===== src/rtl/epl_ecc_pkg.sv =====
// Shared SECDED helpers for the EPL ECC read and write paths: code geometry,
// data-bit placement and the decoder's classification of a received word.
package epl_ecc_pkg;

  typedef enum logic [1:0] {
    ECC_CLEAN,
    ECC_CORR,
    ECC_PARFIX,
    ECC_UNCORR
  } ecc_class_t;

  // Ceiling on any codeword this package has to describe (64 data bits -> 72).
  localparam int unsigned EccMaxCodeW = 128;

  // Smallest r with 2^r >= dataW + r + 1.
  function automatic int unsigned ecc_par_w(input int unsigned dataW);
    int unsigned r;
    r = 1;
    for (int unsigned k = 0; k < 8; k++) begin
      if ((32'd1 << r) < dataW + r + 1) r = r + 1;
    end
    return r;
  endfunction

  // Codeword index of data bit i: the i-th Hamming position that is not a power of two.
  function automatic int unsigned ecc_data_idx(input int unsigned i);
    int unsigned cnt;
    int unsigned idx;
    logic        found;
    cnt   = 0;
    idx   = 0;
    found = 1'b0;
    for (int unsigned p = 1; p < EccMaxCodeW; p++) begin
      if ((p & (p - 1)) != 0) begin
        if (!found && cnt == i) begin
          idx   = p - 1;
          found = 1'b1;
        end
        cnt = cnt + 1;
      end
    end
    return idx;
  endfunction

  // Codeword indices covered by syndrome bit k (positions with bit k set).
  function automatic logic [EccMaxCodeW-1:0] ecc_cover_mask(input int unsigned k);
    logic [EccMaxCodeW-1:0] m;
    m = '0;
    for (int unsigned p = 1; p < EccMaxCodeW; p++) begin
      if (((p >> k) & 32'd1) != 32'd0) m = m | (EccMaxCodeW'(1) << (p - 1));
    end
    return m;
  endfunction

endpackage


===== src/rtl/epl_ecc_syndrome.sv =====
// Combinational SECDED checker: Hamming syndrome and overall parity of a codeword,
// with the stored-complement convention folded in.
module epl_ecc_syndrome
  import epl_ecc_pkg::*;
#(
  parameter int unsigned DATA_W  = 8,
  parameter bit          PAR_INV = 1'b1,
  localparam int unsigned ParW   = ecc_par_w(DATA_W),
  localparam int unsigned CodeW  = DATA_W + ParW + 1
) (
  input  logic [CodeW-1:0] pCODE_i,
  output logic [ParW-1:0]  pSYND_c,
  output logic             pPAR_c
);

  for (genvar k = 0; k < ParW; k++) begin : gSynd
    localparam logic [EccMaxCodeW-1:0] CovMask = ecc_cover_mask(k);
    assign pSYND_c[k] = (^(pCODE_i & CovMask[CodeW-1:0])) ^ PAR_INV;
  end

  assign pPAR_c = (^pCODE_i) ^ PAR_INV;

endmodule


===== src/rtl/epl_secded_decoder.sv =====
// Parametrised SECDED decoder for the EPL ECC read path: two-stage valid/ready
// pipeline with single-error correction, double-error detection and error counters.
module epl_secded_decoder
  import epl_ecc_pkg::*;
#(
  parameter int unsigned DATA_W  = 8,
  parameter bit          PAR_INV = 1'b1,
  parameter int unsigned CNT_W   = 16,
  localparam int unsigned ParW   = ecc_par_w(DATA_W),
  localparam int unsigned CodeW  = DATA_W + ParW + 1
) (
  input  logic              pCLK_i,
  input  logic              nRST_i,
  input  logic              pVALID_i,
  output logic              pREADY_o,
  input  logic [CodeW-1:0]  pCODE_i,
  output logic              pVALID_o,
  input  logic              pREADY_i,
  output logic [DATA_W-1:0] pDATA_o,
  output logic              pCORR_o,
  output logic              pUNCORR_o,
  output logic [ParW-1:0]   pSYND_o,
  input  logic              pCNTCLR_i,
  output logic [CNT_W-1:0]  pCORRCNT_o,
  output logic [CNT_W-1:0]  pUNCORRCNT_o
);

  logic              v1;
  logic [DATA_W-1:0] data1;
  logic [ParW-1:0]   synd1;
  logic              par1;

  logic [ParW-1:0]   syndIn;
  logic              parIn;
  logic [DATA_W-1:0] dataIn;
  logic [DATA_W-1:0] dataFix;
  ecc_class_t        cls;

  logic accept;
  logic load2;
  logic outHs;

  epl_ecc_syndrome #(
    .DATA_W  (DATA_W),
    .PAR_INV (PAR_INV)
  ) uSynd (
    .pCODE_i (pCODE_i),
    .pSYND_c (syndIn),
    .pPAR_c  (parIn)
  );

  // A stage loads when empty or when its occupant leaves in the same cycle.
  assign pREADY_o = !v1 || !pVALID_o || pREADY_i;
  assign accept   = pVALID_i && pREADY_o;
  assign load2    = v1 && (!pVALID_o || pREADY_i);
  assign outHs    = pVALID_o && pREADY_i;

  // Check bits are fully summarised by S and P, so stage 1 keeps only the data field.
  for (genvar i = 0; i < DATA_W; i++) begin : gExtract
    localparam int unsigned DIdx = ecc_data_idx(i);
    assign dataIn[i] = pCODE_i[DIdx];
  end

  always_ff @(posedge pCLK_i or negedge nRST_i) begin
    if (!nRST_i) begin
      v1    <= 1'b0;
      data1 <= '0;
      synd1 <= '0;
      par1  <= 1'b0;
    end else if (accept) begin
      v1    <= 1'b1;
      data1 <= dataIn;
      synd1 <= syndIn;
      par1  <= parIn;
    end else if (load2) begin
      v1    <= 1'b0;
    end
  end

  // Classify the stage-1 word from its syndrome and overall parity.
  always_comb begin
    cls = ECC_CLEAN;
    if (par1) begin
      if (synd1 == '0) begin
        cls = ECC_PARFIX;
      end else if (32'(synd1) <= CodeW - 1) begin
        cls = ECC_CORR;
      end else begin
        cls = ECC_UNCORR;
      end
    end else if (synd1 != '0) begin
      cls = ECC_UNCORR;
    end
  end

  // A syndrome naming a check-bit position corrects nothing in the data field.
  for (genvar i = 0; i < DATA_W; i++) begin : gFix
    localparam int unsigned DPos = ecc_data_idx(i) + 1;
    assign dataFix[i] = data1[i] ^ ((cls == ECC_CORR) && (32'(synd1) == DPos));
  end

  always_ff @(posedge pCLK_i or negedge nRST_i) begin
    if (!nRST_i) begin
      pVALID_o  <= 1'b0;
      pDATA_o   <= '0;
      pCORR_o   <= 1'b0;
      pUNCORR_o <= 1'b0;
      pSYND_o   <= '0;
    end else if (load2) begin
      pVALID_o  <= 1'b1;
      pDATA_o   <= dataFix;
      pCORR_o   <= (cls == ECC_CORR) || (cls == ECC_PARFIX);
      pUNCORR_o <= (cls == ECC_UNCORR);
      pSYND_o   <= synd1;
    end else if (pREADY_i) begin
      pVALID_o  <= 1'b0;
    end
  end

  // Saturating event counters; a clear overrides a same-cycle increment.
  always_ff @(posedge pCLK_i or negedge nRST_i) begin
    if (!nRST_i) begin
      pCORRCNT_o   <= '0;
      pUNCORRCNT_o <= '0;
    end else if (pCNTCLR_i) begin
      pCORRCNT_o   <= '0;
      pUNCORRCNT_o <= '0;
    end else if (outHs) begin
      if (pCORR_o && (pCORRCNT_o != {CNT_W{1'b1}})) begin
        pCORRCNT_o <= pCORRCNT_o + CNT_W'(1);
      end
      if (pUNCORR_o && (pUNCORRCNT_o != {CNT_W{1'b1}})) begin
        pUNCORRCNT_o <= pUNCORRCNT_o + CNT_W'(1);
      end
    end
  end

endmodule

===== config.mk =====
export PLATFORM = sky130hd
export DESIGN_NAME = epl_secded_decoder
export DESIGN_NICKNAME = d
export VERILOG_FILES = /design/src/rtl/epl_ecc_pkg.sv /design/src/rtl/epl_ecc_syndrome.sv /design/src/rtl/epl_secded_decoder.sv
export SDC_FILE = /design/constraint.sdc
export NUM_CORES = 1
export LEC_CHECK = 0
export ABC_CLOCK_PERIOD_IN_PS = 4450
export CORE_MARGIN = 3
export CORE_UTILIZATION = 55
export DETAILED_ROUTE_END_ITERATION = 6
export PLACE_DENSITY = 0.89
export RECOVER_POWER = 25
export SYNTH_ARGS = -nofsm -noshare
export SYNTH_HDL_FRONTEND = slang
export SYNTH_HIERARCHICAL = 1
export SYNTH_SLANG_ARGS = --single-unit
export TNS_END_PERCENT = 1

===== constraint.sdc =====
create_clock -name pCLK_i -period 4.45 [get_ports pCLK_i]
set_input_delay 1.1125 -clock pCLK_i [delete_from_list [all_inputs] [get_ports pCLK_i]]
set_output_delay 1.1125 -clock pCLK_i [all_outputs]
set_load 0.05 [all_outputs]

# Yosys cells after proc, flatten, opt, wreduce, memory -nomap -nowiden
# Index checks and enable logic that the tools add are counted.
[classes] reduce_logical=33 bitwise_logic=13 n_eq_ne=13 addsub=2 muxes=14 magnitude_cmp=1
[ops] op="16-bit two-way mux" count=6
[ops] op="13-bit XOR reduction" count=5
[ops] op="16-bit by 1-bit adder with 16-bit output (second input constant)" count=2
[ops] op="16-bit inequality test (second input constant)" count=2
[ops] op="4-bit equality test (second input constant)" count=4
[ops] op="1-bit logical AND" count=13
[ops] op="4-bit by 3-bit equality test with 1-bit output (second input constant)" count=3
[ops] op="2-bit nonzero test" count=5
[ops] op="2-bit two-way mux" count=4
[ops] op="1-bit bitwise XOR" count=8
[ops] op="1-bit inverter" count=5
[ops] op="2-bit equality test (second input constant)" count=2
[ops] op="4-bit by 2-bit equality test with 1-bit output (second input constant)" count=1
[ops] op="4-bit less-or-equal comparator (second input constant)" count=1
[ops] op="4-bit logical NOT" count=1
[ops] op="1-bit logical OR" count=4
[ops] op="1-bit two-way mux" count=4
[ops] op="2-bit AND reduction" count=2
[ops] op="4-bit nonzero test" count=1
[ops] op="2-bit by 1-bit equality test with 1-bit output (second input constant)" count=1
[ops] op="1-bit logical NOT" count=2
[totals] output_inout_bits=48 wordCells=87 in_bits=18 regBits=61

# Longest topological paths before layout
[logic_depth] ltp_word=7 ltp_mapped=9 ltp_nobuf=8

# Hierarchy
# The synthesis kept the hierarchy.
[modules_own_cells] module="epl_secded_decoder" n_inst=1 cells_per_inst=304 area_each_um2=3156.8 seq_area_each_um2=1526.5
[modules_own_cells] module="epl_ecc_syndrome" n_inst=1 cells_per_inst=20 area_each_um2=206.4 seq_area_each_um2=0.0

# Least setup slack after synthesis
# No wires, ideal clock.
[synth_timing] kind="input port to output port" startpoint="input port pREADY_i" endpoint="output port pREADY_o" required_time_ns=3.338 t_arrival_ns=1.601 stages=1 setup_slack_ns=1.736 path_buffers=0 path_cell_list="nand3b_1"
[synth_between] elab_chain_len=1
[synth_rtl] item="start, declared" line="epl_secded_decoder.sv:18" rtl="input logic pREADY_i,"
[synth_rtl] item="1-bit logical OR" line="epl_secded_decoder.sv:53" rtl="assign pREADY_o = !v1 || !pVALID_o || pREADY_i;"
[synth_rtl] item="end, declared" line="epl_secded_decoder.sv:15" rtl="output logic pREADY_o,"
# No other way between the ends.

# Worst setup path in the final report
# Ends and elaborated chain as after synthesis.

==> metrics.yaml <==
cts:
  cts.sinks: 61
  cts_root_buf: "clkbuf_8"
  htreeDepth: 3
  postCtsSetupRepairBufs: 0
  postCtsHoldBufs: 0
  clk_latency_ns: 0.33
  numCtsBuffers: 9
  ctsLongestPathBuffers: 2
  cts_tree: "built"
  ctsResizeCount: 0
  clk_pin_slew_ns: 0.07
yosys:
  synth.avg_cell_area_um2: 10.38
  ys_dominant_reg_cell: "dfrtp_1"
  synth_nets: 346
  synth_cells: 324
  seq_area_frac_synth_pct: 45.39
  async_flop_share_pct: 100.0
  synth_cell_type_count: 47
  yosysWarnings: 6
  synth_edf_count: 0
  synth-seq-cells: 61
  synth_area_um2: 3363
cells_and_area:
  area_growth_pct: 26.67
  fin_util_pct: 74.62
  multi_input_area_um2: 1762
  ff_latch_area_um2: 1526
  final_nets: 414
  fillerInstances: 405
  n_antenna_cell: 0
  drive_gt1_share_pct: 14.36
setup_path:
  crit_chain: "dlygate4sd3_1 -> nand3b_1 -> clkdlybuf4s50_1"
  rr_endpoint: "pUNCORRCNT_o[5]"
  crit_cells: 3
  timing.critical_path.buf_inv: 2
  endpoint_kind: "output pin"
  crit_arrival_ns: 2.89
  path_class: "input port to output pin"
  critPathTopFamily: "buffers and inverters"
  reg2reg_setup_slack_ns: 1.98
  startpoint_type: "input port"
  startpoint: "pREADY_i"
  cp_slowest_stage_delay_ns: 0.84
  crit_required_ns: 3.34
  endpoint: "pREADY_o"
  worstPathMaxFanout: 7
  regToRegStartpoint: "pUNCORRCNT_o[0]"
  r2r_cells: 6
  crit_slowest_cell: "clkdlybuf4s50_1"
place:
  place_congestion: 0.8689
  io_buffers: 65
  dpl.hpwl_mm: 5.275
grt:
  grtUsageTotal_pct: 21.46
  grt_max_degree: 36
  grt_pass1_vias: 2625
  grt_pass1_wl_mm: 12.40
  antenna_found_initial: 0
  grt_overflow_total: 0
floorplanning:
  core_area_um2: 5709
  start_util_pct: 58.91
  dieHeight_um: 84.20
  die_x_um: 84.20
  io_pins: 66
  dieArea_um2: 7090
  rows: 27
drt:
  dr.pass1.iters: 4
  drtAntennaViolNets: 0
  drc_errors: 0
  drtIter0Drc: 207
  finalWirelength_mm: 7.437
  vias_per_cell: 6.064
  via_count: 2844
  wl_per_cell_um: 15.86
run_status:
  status: "complete, but fails checks"
  violations: "capacitance limit, slew limit"
timing:
  timing.setup.tns_ns: 0
  final_max_slew_viol_count: 36
  fin_crit_sh_pct: 89.97
  final-hold-violation-count: 0
  setup_viol: 0
  worst_pin_slew_ns: 1.882
  fmax_mhz: 249.8
  worst_clock_skew_ns: 0.004493
  relSlewSlack_pct: -25.49
  layout_min_cycle_time_ns: 4.003
  rsz0062_at_grt: "no"
run:
  cap_viol_max_count: 1
power_and_ir_drop:
  power_leakage_nw: 1.658
  pwr_density_cell_nw_per_um2: 421.9
  power_w: 0.001797
  irDropWorstVdd_mv: 0.4797
min_path:
  hold_class: "register to register"
-- synthesized netlist by cell type, types with 8 or more instances --
cell	instances	area share, %
a21oi_1	27	4.0
dfrtp_1	61	45
mux2_2	22	7.4
nand2_1	22	2.5
nand2b_1	8	1.5
nand3_1	12	1.8
nand4_1	10	1.9
nor2_1	11	1.2
o21ai_0	20	3.0
o31ai_1	16	3.6
or4_1	14	3.1
xnor2_1	20	5.2
-- worst register-to-register path: stages (launching register included) --
cell and delay (ns):
dfrtp_1 0.42, ha_1 0.23, nand4_1 0.12, nor4_2 0.82, buf_4 0.30, and4b_1 0.21
mux2_2 0.26
-- cells by family after synthesis --
| group | count (synthesis) | synth area share, % |
|---|---|---|
| XOR/XNOR | 27 | 8.110 |
| adder cells (fa/ha/maj) | 4 | 1.488 |
| flip-flops | 61 | 45.39 |
| multiplexers | 23 | 7.664 |
| buffers and inverters | 18 | 2.232 |
| AND/OR/NAND/NOR | 124 | 23.55 |
| AO/OA/AOI/OAI | 67 | 11.57 |
-- report_power, final --
group          leakage [nW]  switching (W)  internal (W)  total (W)
Sequential            0.788      0.0000870      0.000638   0.000725
Combinational         0.773       0.000351      0.000238   0.000589
Clock                0.0964       0.000211      0.000272   0.000483
Total                  1.66       0.000649       0.00115    0.00180
-- stage by stage --
stage                     hold slack [ns]  cell area, um2  worst slack, ns  std cells
final                              0.4815            4260           0.4465        469
after global routing               0.5134            4260           0.3854        469
after CTS                          0.4889            4265           0.5183        469
after detailed placement           0.4736            4073           0.5415        453
after global placement             0.4644            4073           0.5847        453
after floorplan                    0.4572            3363            1.736        324
-- cell usage in the layout, fill, tap and decap left out, types with 11 or more instances in the layout --
| master | count |
|---|---|
| or4_1 | 14 |
| mux2_2 | 22 |
| clkdlybuf4s50_1 | 63 |
| a21oi_1 | 27 |
| o31ai_1 | 16 |
| nand2_1 | 22 |
| xnor2_1 | 20 |
| o21ai_0 | 20 |
| nand3_1 | 12 |
| nor2_1 | 11 |
| dfrtp_1 | 61 |
-- area by class of cell --
type	instances	area share, %
repair buffers	68	15.57
well taps	72	2.115
clock inverters	4	1.116
inverters	7	0.6167
flip-flops and latches	61	35.83
clock buffers	12	3.407
multi-input cells	245	41.35
-- worst min path at each step --
| stage | end | startpoint | cells after the start | slack (ns) |
|---|---|---|---|---|
| after global placement | pVALID_o | v1 | 1 | 0.46 |
| after CTS | pDATA_o[1] | pDATA_o[1] | 2 | 0.49 |
| after floorplan | pVALID_o | v1 | 1 | 0.46 |
| final | pDATA_o[1] | pDATA_o[1] | 2 | 0.48 |
| after global routing | pDATA_o[1] | pDATA_o[1] | 2 | 0.51 |
| after detailed placement | pDATA_o[1] | pDATA_o[1] | 2 | 0.47 |
-- layer usage --
metal  global-route usage (%)  part of all wire [%]  wire length [um]  up-vias
met4                    9.357                   1.7               129        0
met1                    27.79                    43              3209     1388
met5                        0                     0                 0        -
met2                    35.22                    49              3636      101
met3                    4.024                   6.2               461       11
li1                         -                     -                 -     1344
-- sequential cells by signal, summed over array words and instances, names as in the netlist, 4 cells and up --
name,count
data1,8
pCORRCNT_o,16
pDATA_o,8
pSYND_o,4
pUNCORRCNT_o,16
synd1,4
(Power assumes the default switching activity.)
